<file path="config.mk">
export PLATFORM = sky130hd
export DESIGN_NAME = uart_rx
export DESIGN_NICKNAME = d
export VERILOG_FILES = /design/src/rtl/uart_pkg.sv /design/src/rtl/uart_rx_sync.sv /design/src/rtl/uart_rx.sv
export SDC_FILE = /design/constraint.sdc
export NUM_CORES = 1
export LEC_CHECK = 0
export ABC_AREA = 1
export CORE_ASPECT_RATIO = 1.1
export CORE_UTILIZATION = 55
export DETAILED_ROUTE_END_ITERATION = 6
export PLACE_DENSITY = 0.82
export RECOVER_POWER = 50
export SLEW_MARGIN = 15
export SYNTH_ARGS = -nofsm -noshare
export SYNTH_HDL_FRONTEND = slang
export SYNTH_HIERARCHICAL = 1
export SYNTH_SLANG_ARGS = --single-unit
</file>
<file path="constraint.sdc">
create_clock -name clk -period 2.1 [get_ports clk]
set_clock_uncertainty 0.2 [all_clocks]
set_input_delay 0.315 -clock clk [delete_from_list [all_inputs] [get_ports clk]]
set_output_delay 0.315 -clock clk [all_outputs]
set_load 0.02 [all_outputs]
</file>
<file path="src/rtl/uart_pkg.sv">
// Shared UART definitions: FSM states, frame geometry and counter sizing.
package uart_pkg;

   typedef enum logic [2:0] {
      IDLE      = 3'd0,
      START     = 3'd1,
      DATA      = 3'd2,
      STOP      = 3'd3,
      WAIT_HIGH = 3'd4
   } uart_state_e;

   localparam int unsigned UART_DATA_BITS = 8;

   // Bits needed for a counter that runs 0 .. cpb-1.
   function automatic int unsigned cnt_width(input int unsigned cpb);
      return $clog2(cpb);
   endfunction

endpackage

</file>
<file path="src/rtl/uart_rx_sync.sv">
// Two-flop synchronizer for an idle-high serial line; both flops reset to 1
// so a reset never looks like a start bit.
module uart_rx_sync (
   input  logic clk,
   input  logic rst_n,
   input  logic async_in,
   output logic sync_out
);

   logic meta_q, meta_d;
   logic sync_q, sync_d;

   // Next values: shift the raw line through two stages.
   always_comb begin
      meta_d = async_in;
      sync_d = meta_q;
   end

   // Synchronizer registers.
   always_ff @(posedge clk or negedge rst_n) begin
      if (!rst_n) begin
         meta_q <= 1'b1;
         sync_q <= 1'b1;
      end else begin
         meta_q <= meta_d;
         sync_q <= sync_d;
      end
   end

   assign sync_out = sync_q;

endmodule

</file>
<file path="src/rtl/uart_rx.sv">
// 8N1 UART receiver: mid-bit sampling, keeps the last two bytes and strobes
// rx_done for one cycle per accepted frame.
module uart_rx
   import uart_pkg::*;
#(
   parameter int unsigned clk_per_bit = 21
) (
   input  logic        clk,
   input  logic        rst_n,
   input  logic        serial_in,
   output logic [15:0] serial_out,
   output logic        rx_done
);

   localparam int unsigned CW = cnt_width(clk_per_bit);
   localparam int unsigned H  = (clk_per_bit - 1) / 2;
   // START is entered one cycle after t0 with the counter at 0, so matching
   // H-1 puts the start-bit check on cycle t0+H.
   localparam logic [CW-1:0] START_END = CW'(H - 1);
   localparam logic [CW-1:0] BIT_END   = CW'(clk_per_bit - 1);
   localparam logic [2:0]    LAST_BIT  = 3'(UART_DATA_BITS - 1);

   logic rx_s;

   uart_rx_sync u_sync (
      .clk      (clk),
      .rst_n    (rst_n),
      .async_in (serial_in),
      .sync_out (rx_s)
   );

   uart_state_e    state_q, state_d;
   logic [CW-1:0]  cnt_q, cnt_d;
   logic [2:0]     idx_q, idx_d;
   logic [7:0]     shift_q, shift_d;
   logic [15:0]    data_q, data_d;
   logic           done_q, done_d;

   // Frame FSM: next state, bit counter, shift register and output update.
   always_comb begin
      state_d = state_q;
      cnt_d   = cnt_q;
      idx_d   = idx_q;
      shift_d = shift_q;
      data_d  = data_q;
      done_d  = 1'b0;
      case (state_q)
         IDLE: begin
            cnt_d = '0;
            if (!rx_s) state_d = START;
         end
         START: begin
            if (cnt_q == START_END) begin
               cnt_d = '0;
               if (!rx_s) begin
                  state_d = DATA;
                  idx_d   = '0;
               end else begin
                  state_d = IDLE;   // line went back high: glitch, not a start
               end
            end else begin
               cnt_d = cnt_q + CW'(1);
            end
         end
         DATA: begin
            if (cnt_q == BIT_END) begin
               cnt_d          = '0;
               shift_d[idx_q] = rx_s;
               idx_d          = idx_q + 3'd1;
               if (idx_q == LAST_BIT) state_d = STOP;
            end else begin
               cnt_d = cnt_q + CW'(1);
            end
         end
         STOP: begin
            if (cnt_q == BIT_END) begin
               cnt_d = '0;
               if (rx_s) begin
                  data_d  = {data_q[7:0], shift_q};
                  done_d  = 1'b1;
                  state_d = IDLE;
               end else begin
                  state_d = WAIT_HIGH;   // framing error: drop the byte
               end
            end else begin
               cnt_d = cnt_q + CW'(1);
            end
         end
         WAIT_HIGH: begin
            cnt_d = '0;
            if (rx_s) state_d = IDLE;
         end
         default: begin
            state_d = IDLE;
            cnt_d   = '0;
         end
      endcase
   end

   // State and datapath registers.
   always_ff @(posedge clk or negedge rst_n) begin
      if (!rst_n) begin
         state_q <= IDLE;
         cnt_q   <= '0;
         idx_q   <= '0;
         shift_q <= '0;
         data_q  <= '0;
         done_q  <= 1'b0;
      end else begin
         state_q <= state_d;
         cnt_q   <= cnt_d;
         idx_q   <= idx_d;
         shift_q <= shift_d;
         data_q  <= data_d;
         done_q  <= done_d;
      end
   end

   assign serial_out = data_q;
   assign rx_done    = done_q;

endmodule

</file>
==> results.toml <==
[timing]
finalHoldViolations = 0
fin_setup_tns_ns = 0
min_period_ns = 1.90
min_period_over_period_pct = 90.2
tightest_slew_ns = 0.896
rsz0062_at_grt = "no"
slew_headroom_pct = 40.2
clock.fmax_ghz = 0.528
setup_viol = 0
slew_viol_final = 0
hold_ws_ns = 0.165

[clock_network]
cts_buffer_depth = 2
clk_pin_slew_worst_paths_ns = 0.11
cts-root-buf = "clkbuf_4"
cts_buffers = 5
cts_setup_buffers = 0
cts_tree = "yes"
htree_levels = 2
hold_buffers = 0
clk-insertion-delay-late_ns = 0.35
cts_sinks = 38
cts.repair.resized = 0

[detailed_routing]
drt_wl_total_um = 2970
avgRoutedWirePerCell_um = 11.9
viasPerCell = 5.18
drt_iter0_drc = 41
ant_nets = 0
num_vias = 1295
drt_pass1_iterations = 4
drc = 0

[global_route]
grt_pass1_vias = 1231
overflow = 0
grt_max_degree = 39
track_usage_pct = 20.1
antenna_found_initial = 0
grt_pass1_wl_um = 5190

[synthesis]
ys_ff_latch = 38
ys_warn_count = 6
syn-cell-area_mm2 = 0.00177
synth.area.top_cells = "dfrtp_1 51%, nand2_1 11%, inv_1 4.7%"
synthFlopType = "dfrtp_1"
yosysUniqueCellTypes = 27
synth_edf_count = 0
synth_top_cell_by_area = "dfrtp_1"
synth_top_area_share_pct = 51.0
syn_nets = 199
synth_common_cells = "51 x nand2_1, 36 x dfrtp_1, 22 x inv_1, 14 x nand3_1, 12 x nor2_1"
ys_seq_area_share_pct = 54.0
synthCells = 191
async_reset_ff_share_pct = 100
synth.avg_cell_area_um2 = 9.25
synth_most_common_cell = "nand2_1"

[finish]
num_antenna_cells = 0
drive_gt1_share_pct = 16.2
nets = 223
area_delta_synth_final_pct = 15.1

[floorplan]
die_area_mm2 = 0.00344
die-width_um = 56.0
rows = 21
die-height_um = 61.4
io_pins = 20
core-area_mm2 = 0.00305
start_util_pct = 58.0

[power]
swShare_pct = 34.3
p_per_area_mw_per_mm2 = 813
p_total_mw = 1.65
p_sw_mw = 0.567
power_leakage_nw = 1.01
pwr-share-comb_pct = 24.4
p_int_mw = 1.09
power_frac_seq_pct = 51.9
clkPwrFrac_pct = 23.8
vdd_drop_max_uv = 692

[critical_path]
path_buf_inv = 1
cp_slowest_cell = "dlygate4sd3_1"
start_kind = "flip-flop"
end_kind = "output pin"
worstPathArrival_ns = 1.38
critPathMaxStageDelay_ns = 0.65
worst-setup-path-type = "reg -> out"
critPathMaxFanout = 2
cpLargestDelayFamily = "buffers and inverters"
required_ns = 1.58
crit_chain = "dlygate4sd3_1"

[flow_run]
drv_cap = 0

[status]
outcome = "finished clean"

[placed_design]
port_buffers = 19
finalWeightedCongestion = 0.899
dp_hpwl_um = 2140

[hold_path]
hold_class = "reg -> reg"
==> cells by family (layout without fill, tap and decap cells) <==
family	Yosys count	in the layout	synth area share, %
flops	38	38	54.0
simple gates	91	91	24.1
compound gates	25	25	9.35
xor+xnor	3	3	1.49
buf+inv	29	54	7.58
fa+ha+maj	5	5	3.54
==> registers in the layout, indices dropped and copies added, names as in the netlist <==
name	count
shift_q	8
idx_q	3
u_sync/meta_q	1
state_q	3
serial_out	16
cnt_q	5
u_sync/sync_out	1
rx_done	1
==> stage by stage <==
| step | util, % | cells | cell area (um^2) | setup WS (ns) |
|---|---|---|---|---|
| floorplan | - | 191 | 1770 | 0.465 |
| finish | 66.7 | 250 | 2030 | 0.205 |
| global route | 66.7 | 250 | 2030 | 0.0450 |
| global placement | 64.8 | 242 | 1980 | 0.345 |
| CTS | 66.8 | 250 | 2040 | 0.248 |
| detailed placement | 64.8 | 242 | 1980 | 0.274 |
==> cell usage in the layout (no fill, tap or decap), drive strengths merged <==
master	n
ha	5
dfrtp	36
nor3	1
dlygate4sd3	5
nand3	15
nand2	57
xor2	2
xnor2	1
nor2	16
nand3b	1
inv	25
o21bai	1
clkinv	2
dfstp	2
clkdlybuf4s50	14
o21ai	23
nand4	1
a21oi	1
clkbuf	8
==> layer usage <==
metal	track usage (%)	wire length, um	vias to the layer above	part of all wire, %
met4	11.8	44	0	1.5
met2	33.5	1450	41	49
li1	-	-	653	-
met5	0	0	-	0
met3	6.72	168	6	5.7
met1	23.3	1310	595	44
==> power groups by stage <==
| stage | sequential (mW) | clock [mW] | combinational [mW] |
|---|---|---|---|
| finish | 0.857 | 0.393 | 0.403 |
| global route | 0.867 | 0.442 | 0.476 |
| CTS | 0.856 | 0.403 | 0.408 |
| detailed placement | 0.871 | 0 | 0.405 |
| global placement | 0.861 | 0 | 0.382 |
| floorplan | 0.852 | 0 | 0.324 |
==> area by class of cell <==
| type | count | area (um^2) |
|---|---|---|
| clock buffer | 7 | 55.1 |
| clock inverter | 1 | 5.00 |
| fill | 239 | 1010 |
| inverter | 26 | 103 |
| multi-input combinational | 124 | 679 |
| sequential | 38 | 953 |
| tap | 34 | 42.5 |
| timing repair buffer | 20 | 195 |
==> final timing paths <==
kind                                    start              end  slack [ns]  depth (start not counted)
min in group asynchronous               rst_n       shift_q[0]        0.42                          2
worst min register to register  u_sync/meta_q  u_sync/sync_out        0.17                          0
worst max register to register       cnt_q[0]    serial_out[5]        0.27                         10
worst min-delay path            u_sync/meta_q  u_sync/sync_out        0.17                          0
worst max-delay path            serial_out[5]    serial_out[5]        0.20                          1
max in group asynchronous               rst_n         idx_q[2]        0.73                          2
Note: power is estimated with default switching activity, not from simulation.
